===== config.mk =====
export PLATFORM = sky130hd
export DESIGN_NAME = regfile_write_arbiter
export DESIGN_NICKNAME = d
export VERILOG_FILES = /design/src/rtl/regfile_write_arbiter.sv
export SDC_FILE = /design/constraint.sdc
export NUM_CORES = 1
export LEC_CHECK = 0
export ABC_CLOCK_PERIOD_IN_PS = 2000
export BUFFER_PORTS_ARGS = -buffer_cell sky130_fd_sc_hd__buf_2
export CAP_MARGIN = 20
export CELL_PAD_IN_SITES_DETAIL_PLACEMENT = 0
export CELL_PAD_IN_SITES_GLOBAL_PLACEMENT = 2
export CORE_MARGIN = 10
export CORE_UTILIZATION = 24
export CTS_BUF_LIST = sky130_fd_sc_hd__clkbuf_8
export CTS_CLUSTER_DIAMETER = 30
export DETAILED_ROUTE_END_ITERATION = 8
export PLACE_DENSITY = 0.85
export SYNTH_ARGS = -nofsm -noshare
export SYNTH_HDL_FRONTEND = slang
export SYNTH_SLANG_ARGS = --single-unit

===== constraint.sdc =====
create_clock -name I_clk -period 2 [get_ports I_clk]
set_clock_uncertainty 0.2 [all_clocks]
set_input_delay 0.4 -clock I_clk [delete_from_list [all_inputs] [get_ports I_clk]]
set_output_delay 0.4 -clock I_clk [all_outputs]
set_load 0.01 [all_outputs]

===== src/rtl/regfile_write_arbiter.sv =====
// ============================================================================
// regfile_write_arbiter
// ----------------------------------------------------------------------------
// Shares the single rD write port of the 8 x 16 register file between two
// writeback requesters:
//   - requester A : ALU result path
//   - requester B : load / memory path
// Arbitration is round-robin with valid/ready handshakes. An accepted write is
// registered onto the O_rD_* write-port signals one cycle after acceptance.
//
// Optional feature (compile-time macro REGFILE_ARB_SCOREBOARD_EN):
//   A pending-write scoreboard. The issue stage reserves a destination with
//   I_resv_valid/I_resv_sel and the matching bit of O_pending stays high until
//   the write to that register has been presented to the register file.
//   Without the macro, O_pending is tied to zero, the reservation inputs are
//   ignored and no scoreboard flops exist.
//
// Ports:
//   I_clk            clock, all state updates on the rising edge
//   I_reset_n        synchronous reset, active low
//   I_rf_enable      register file enabled this cycle; no grant while low
//   I_a_valid        requester A has a write
//   I_a_sel  [2:0]   A destination register
//   I_a_data [15:0]  A write data
//   I_a_pos  [1:0]   A write position (0 word, 1 low byte, 2 high byte, 3 no-op)
//   O_a_ready        A accepted this cycle (combinational)
//   I_b_*, O_b_ready same as A, for requester B
//   I_resv_valid     issue stage reserves a destination register
//   I_resv_sel [2:0] register being reserved
//   O_rD_write       write strobe to the register file (registered)
//   O_rD_select[2:0] write destination (registered)
//   O_rD_in   [15:0] write data (registered)
//   O_rD_write_pos[1:0] write position (registered)
//   O_pending [7:0]  bit i = register i has a reserved write not yet completed
// ============================================================================
module regfile_write_arbiter (
    input  logic        I_clk,
    input  logic        I_reset_n,
    input  logic        I_rf_enable,

    input  logic        I_a_valid,
    input  logic [2:0]  I_a_sel,
    input  logic [15:0] I_a_data,
    input  logic [1:0]  I_a_pos,
    output logic        O_a_ready,

    input  logic        I_b_valid,
    input  logic [2:0]  I_b_sel,
    input  logic [15:0] I_b_data,
    input  logic [1:0]  I_b_pos,
    output logic        O_b_ready,

    input  logic        I_resv_valid,
    input  logic [2:0]  I_resv_sel,

    output logic        O_rD_write,
    output logic [2:0]  O_rD_select,
    output logic [15:0] O_rD_in,
    output logic [1:0]  O_rD_write_pos,
    output logic [7:0]  O_pending
);

    // Write position code meaning "transfer completes but nothing is written".
    localparam logic [1:0] POS_NOP = 2'd3;

    // Which requester is favoured when both ask in the same cycle.
    typedef enum logic {
        PRIO_A = 1'b0,
        PRIO_B = 1'b1
    } prio_t;

    prio_t       prio_q;
    prio_t       prio_next;

    logic        arb_open;
    logic        grant_a;
    logic        grant_b;
    logic        xfer;

    logic [2:0]  win_sel;
    logic [15:0] win_data;
    logic [1:0]  win_pos;

    logic        rd_write_q;
    logic [2:0]  rd_select_q;
    logic [15:0] rd_in_q;
    logic [1:0]  rd_pos_q;

    // Nothing may be granted while reset is asserted or the register file is
    // disabled; a held request simply waits until both conditions clear.
    assign arb_open = I_reset_n & I_rf_enable;

    // Grant decision. A lone requester always wins; when both ask, the
    // priority pointer picks the winner. At most one grant per cycle.
    always_comb begin
        grant_a = 1'b0;
        grant_b = 1'b0;
        if (arb_open) begin
            if (I_a_valid && I_b_valid) begin
                if (prio_q == PRIO_A) begin
                    grant_a = 1'b1;
                end else begin
                    grant_b = 1'b1;
                end
            end else if (I_a_valid) begin
                grant_a = 1'b1;
            end else if (I_b_valid) begin
                grant_b = 1'b1;
            end
        end
    end

    assign O_a_ready = grant_a;
    assign O_b_ready = grant_b;
    assign xfer      = grant_a | grant_b;

    // Payload of whichever requester won this cycle. When nobody wins the
    // values are don't-care because the output registers hold instead.
    always_comb begin
        win_sel  = I_a_sel;
        win_data = I_a_data;
        win_pos  = I_a_pos;
        if (grant_b) begin
            win_sel  = I_b_sel;
            win_data = I_b_data;
            win_pos  = I_b_pos;
        end
    end

    // Priority pointer update. After any grant the pointer moves to the port
    // that did not win, which covers both the contended case (flip to the
    // loser) and the uncontended case (point at the other port).
    always_comb begin
        prio_next = prio_q;
        if (grant_a) begin
            prio_next = PRIO_B;
        end else if (grant_b) begin
            prio_next = PRIO_A;
        end
    end

    // Priority pointer register; reset favours requester A.
    always_ff @(posedge I_clk) begin
        if (!I_reset_n) begin
            prio_q <= PRIO_A;
        end else begin
            prio_q <= prio_next;
        end
    end

    // Register-file write-port registers. An accepted transfer is captured
    // here and presented for exactly one cycle; a no-op position captures the
    // payload but leaves the strobe low. Reset also discards a write that was
    // captured but not yet performed.
    always_ff @(posedge I_clk) begin
        if (!I_reset_n) begin
            rd_write_q  <= 1'b0;
            rd_select_q <= 3'd0;
            rd_in_q     <= 16'h0000;
            rd_pos_q    <= 2'd0;
        end else if (xfer) begin
            rd_write_q  <= (win_pos != POS_NOP);
            rd_select_q <= win_sel;
            rd_in_q     <= win_data;
            rd_pos_q    <= win_pos;
        end else begin
            rd_write_q  <= 1'b0;
        end
    end

    assign O_rD_write     = rd_write_q;
    assign O_rD_select    = rd_select_q;
    assign O_rD_in        = rd_in_q;
    assign O_rD_write_pos = rd_pos_q;

`ifdef REGFILE_ARB_SCOREBOARD_EN

    logic [7:0] pending_q;
    logic [7:0] pending_next;
    logic [7:0] set_mask;
    logic [7:0] clear_mask;
    logic       done_q;

    // One-hot decode of a register number.
    function automatic logic [7:0] decode_sel(input logic [2:0] sel);
        logic [7:0] mask;
        mask      = 8'h00;
        mask[sel] = 1'b1;
        return mask;
    endfunction

    // done_q marks that the O_rD_* registers hold a transfer being completed
    // this cycle. It is separate from the write strobe because a no-op
    // position completes a transfer without strobing.
    always_ff @(posedge I_clk) begin
        if (!I_reset_n) begin
            done_q <= 1'b0;
        end else begin
            done_q <= xfer;
        end
    end

    // Pending mask next value. The clear comes from the transfer currently on
    // the write port; the set is applied after the clear so a reservation on
    // the same edge keeps the bit outstanding.
    always_comb begin
        set_mask     = 8'h00;
        clear_mask   = 8'h00;
        if (I_resv_valid) begin
            set_mask = decode_sel(I_resv_sel);
        end
        if (done_q) begin
            clear_mask = decode_sel(rd_select_q);
        end
        pending_next = (pending_q & ~clear_mask) | set_mask;
    end

    // Pending mask register. Reservations are recorded even while the
    // register file is disabled.
    always_ff @(posedge I_clk) begin
        if (!I_reset_n) begin
            pending_q <= 8'h00;
        end else begin
            pending_q <= pending_next;
        end
    end

    assign O_pending = pending_q;

`else

    // Scoreboard not built: reservation inputs are intentionally unused.
    logic unused_resv;
    assign unused_resv = ^{I_resv_valid, I_resv_sel};

    assign O_pending = 8'h00;

`endif

endmodule


==> impl_results.md <==
- Row count: 26
- Routed via count: 1,314
- Crit. End Element: output pin
- Clock power frac: 28.8%
- FF-to-FF Start: prio_q$_SDFFE_PN0P_
- Mapped Area: 1240 sq um
- H-tree levels: 1
- RePlAce Congestion: 0.717
- GRT Util Overall: 10.3%
- Clk root buf: clkbuf_8
- PD cells: 621 nW/um^2
- Critical path's largest stage delay: 0.24 ns
- CP Launch Type: input pin
- WL/cell: 15.9 microns
- Mapped Cells: 147
- WS Path Type: input pin to output pin
- R2R setup slack: 0.28 ns
- Hold endpoint: O_rD_write$_SDFF_PN0_
- Leakage: 0.747 nW
- Largest net degree at the start of global routing: 24
- Setup Buffers After CTS: 0
- Sequential share of the synthesized area: 37.2%
- Die boundary width: 91.8 microns
- Initial antenna violation count: 0
- Worst Tran Pin Value: 0.813 ns
- Switching share of power: 29.4%
- Hold_sp: I_b_pos[0]
- DRT iter0 DRCs: 56
- Fillers: 574
- Max Cap Violations: 0
- Period utilisation layout: 86.4%
- Setup slack after layout: 0.272 ns
- Later-pin clock latency in the skew report: 0.26 ns
- IO Count: 83
- CTS tree: built
- Worst Reg-to-Reg Cells: 3
- Diode count: 0
- Layout cells sized above 1: 42.0%
- Library cells used by synthesis: 27
- Top cell by count, worst path: buf_2
- Core box area: 5040 sq um
- Syn Area/Cell: 8.41 sq um
- Outcome: complete, no violations
- Die Ht: 91.8 microns
- Pre-CTS setup slack: 0.145 ns
- P_sw: 0.000297 W
- Met2 Use GR: 17.9%
- Met3 usage: 1.96%
- RR Endpoint: O_rD_select[1]$_SDFFE_PN0P_
- Max clock buf depth: 2
- Max-slew violation count: 0
- Hold depth: 2
- Global route hottest layer: met2
- Die area: 8420 sq um
- Vias in the first global route: 1,407
- I/O Buffers: 70
- Critical path, cell by cell: buf_2, and2_4, nand3_2, inv_2, buf_2
- Final critical-path required period: 1.73 ns
- Vias per cell: 4.66
- Data arrival, critical path: 1.13 ns
- Comb pwr share: 21.6%
- Crit-path slowest cell: buf_2
- Inserted Clock Buffers: 3
- Worst min path class: input pin to flip-flop
- Clk sink count: 23
- Met1 GRT Util: 12.5%
- Flop pwr share: 49.5%
- # setup viols final: 0
- Total length of routed wires: 4500 microns
- Yosys reg bits: 23
- Final Hold Vio Count: 0
- CP Max Fanout: 14
- Global-route wire length before repair: 7210 microns
- Post-CTS Hold Buffers: 0
- Internal Power: 0.000714 W
- # nets final: 264
- Grt ovf: 0
- Ys Warns: 0
- Pre-Repair DR Iteration Count: 6
- Clk slew on worst S/H paths: 0.08 ns
- WP data required: 1.40 ns
- Highest clock rate: 0.579 GHz
- Initial Util: 24.5%
- Antenna Nets Post-Route: 0
- Worst VDD drop: 0.226 mV
- Cells resized by post-CTS repair: 0
- RSZ-0062 raised after global routing: no
- Post-DP HPWL: 3360 microns
- Post-route DRC: 0
- Worst slew margin: 45.8%
- Setup TNS Final: 0 ns
- Synth-to-Final Area Change: 31.8%
-- layout make-up --
class,instances,area (sq um),share of cell area [%]
multi-input cells,106,626,38.4
flip-flops and latches,23,460,28.3
repair buffers,77,403,24.7
well taps,70,87.6,5.38
clock buffers,3,41.3,2.53
inverters,2,7.51,0.461
clock inverters,1,3.75,0.230
-- sequential cells by signal, indices dropped and copies added (netlist names) --
register / cells
O_rD_write_pos: 2
O_rD_in: 16
prio_q: 1
O_rD_select: 3
O_rD_write: 1
-- critical path, delay by kind of cell --
| family | cells | cell delay, ns |
|---|---|---|
| simple gates | 2 | 0.29 |
| buf+inv | 3 | 0.44 |
-- power by group through the flow --
stage               combinational, W  clock (W)  sequential, W
global placement            0.000221          0       0.000511
detailed placement          0.000221          0       0.000511
global route                0.000243   0.000323       0.000505
finish                      0.000219   0.000292       0.000501
CTS                         0.000222   0.000303       0.000501
floorplan                   0.000118          0       0.000525
-- synth_stat cells --
library cell | number | area share [%]
a31oi_1 | 1 | 0.51
buf_2 | 6 | 2.4
buf_6 | 5 | 4.6
buf_4 | 10 | 6.1
o211ai_2 | 1 | 1.0
o21a_1 | 1 | 0.61
o21ai_0 | 12 | 4.9
nand3_1 | 1 | 0.40
a211oi_2 | 3 | 3.0
nor2_1 | 21 | 6.4
nand2_1 | 2 | 0.61
nor4_2 | 1 | 1.0
a21oi_1 | 1 | 0.40
conb_1 | 1 | 0.30
clkbuf_1 | 2 | 0.61
o21ai_1 | 9 | 3.6
and2b_1 | 1 | 0.61
o211a_1 | 1 | 0.81
nand3_2 | 1 | 0.81
nor4_1 | 20 | 10
dfxtp_1 | 23 | 37
a311oi_1 | 1 | 0.71
and2_4 | 1 | 0.71
and2_1 | 1 | 0.51
inv_2 | 2 | 0.61
nand2b_1 | 1 | 0.51
a211oi_1 | 18 | 11
-- metal layers --
metal	part of all wire (%)	wire length, microns
met1	44	1970
met2	50	2270
met3	4.9	220
met4	0.96	43
met5	0	0
-- stage by stage --
stage	area [sq um]	cells	hold WS, ns	total power [W]	utilization [%]
global route	1630	282	0.142	0.00107	32.3
global placement	1580	278	0.307	0.000732	31.4
floorplan	1260	154	0.308	0.000642	-
detailed placement	1580	278	0.310	0.000732	31.4
finish	1630	282	0.148	0.00101	32.3
CTS	1630	282	0.144	0.00103	32.3
-- cells by family after synthesis --
kind of cell	after synthesis	synth area share, %
buf+inv	25	14.3
other cells	1	0.303
compound gates	48	26.5
simple gates	50	21.7
flops	23	37.2
-- how the worst max path moves through the flow --
stage	from	to	slack, ns
finish	I_reset_n	O_b_ready	0.27
global route	prio_q$_SDFFE_PN0P_	O_rD_select[2]$_SDFFE_PN0P_	0.11
CTS	I_reset_n	O_b_ready	0.26
detailed placement	I_a_valid	O_rD_select[2]$_SDFFE_PN0P_	0.14
global placement	I_a_valid	O_rD_in[6]$_SDFFE_PN0P_	0.17
floorplan	I_reset_n	O_b_ready	0.56
-- layout by cell type, fill, tap and decap left out, types with 3 or more instances in the layout --
master	n
o21ai_1	9
buf_2	70
dfxtp_1	23
conb_1	8
nor4_1	20
a211oi_1	18
buf_4	7
nor2_1	21
a211oi_2	3
clkbuf_8	3
o21ai_0	12
Power figures use the tool's default switching activity.
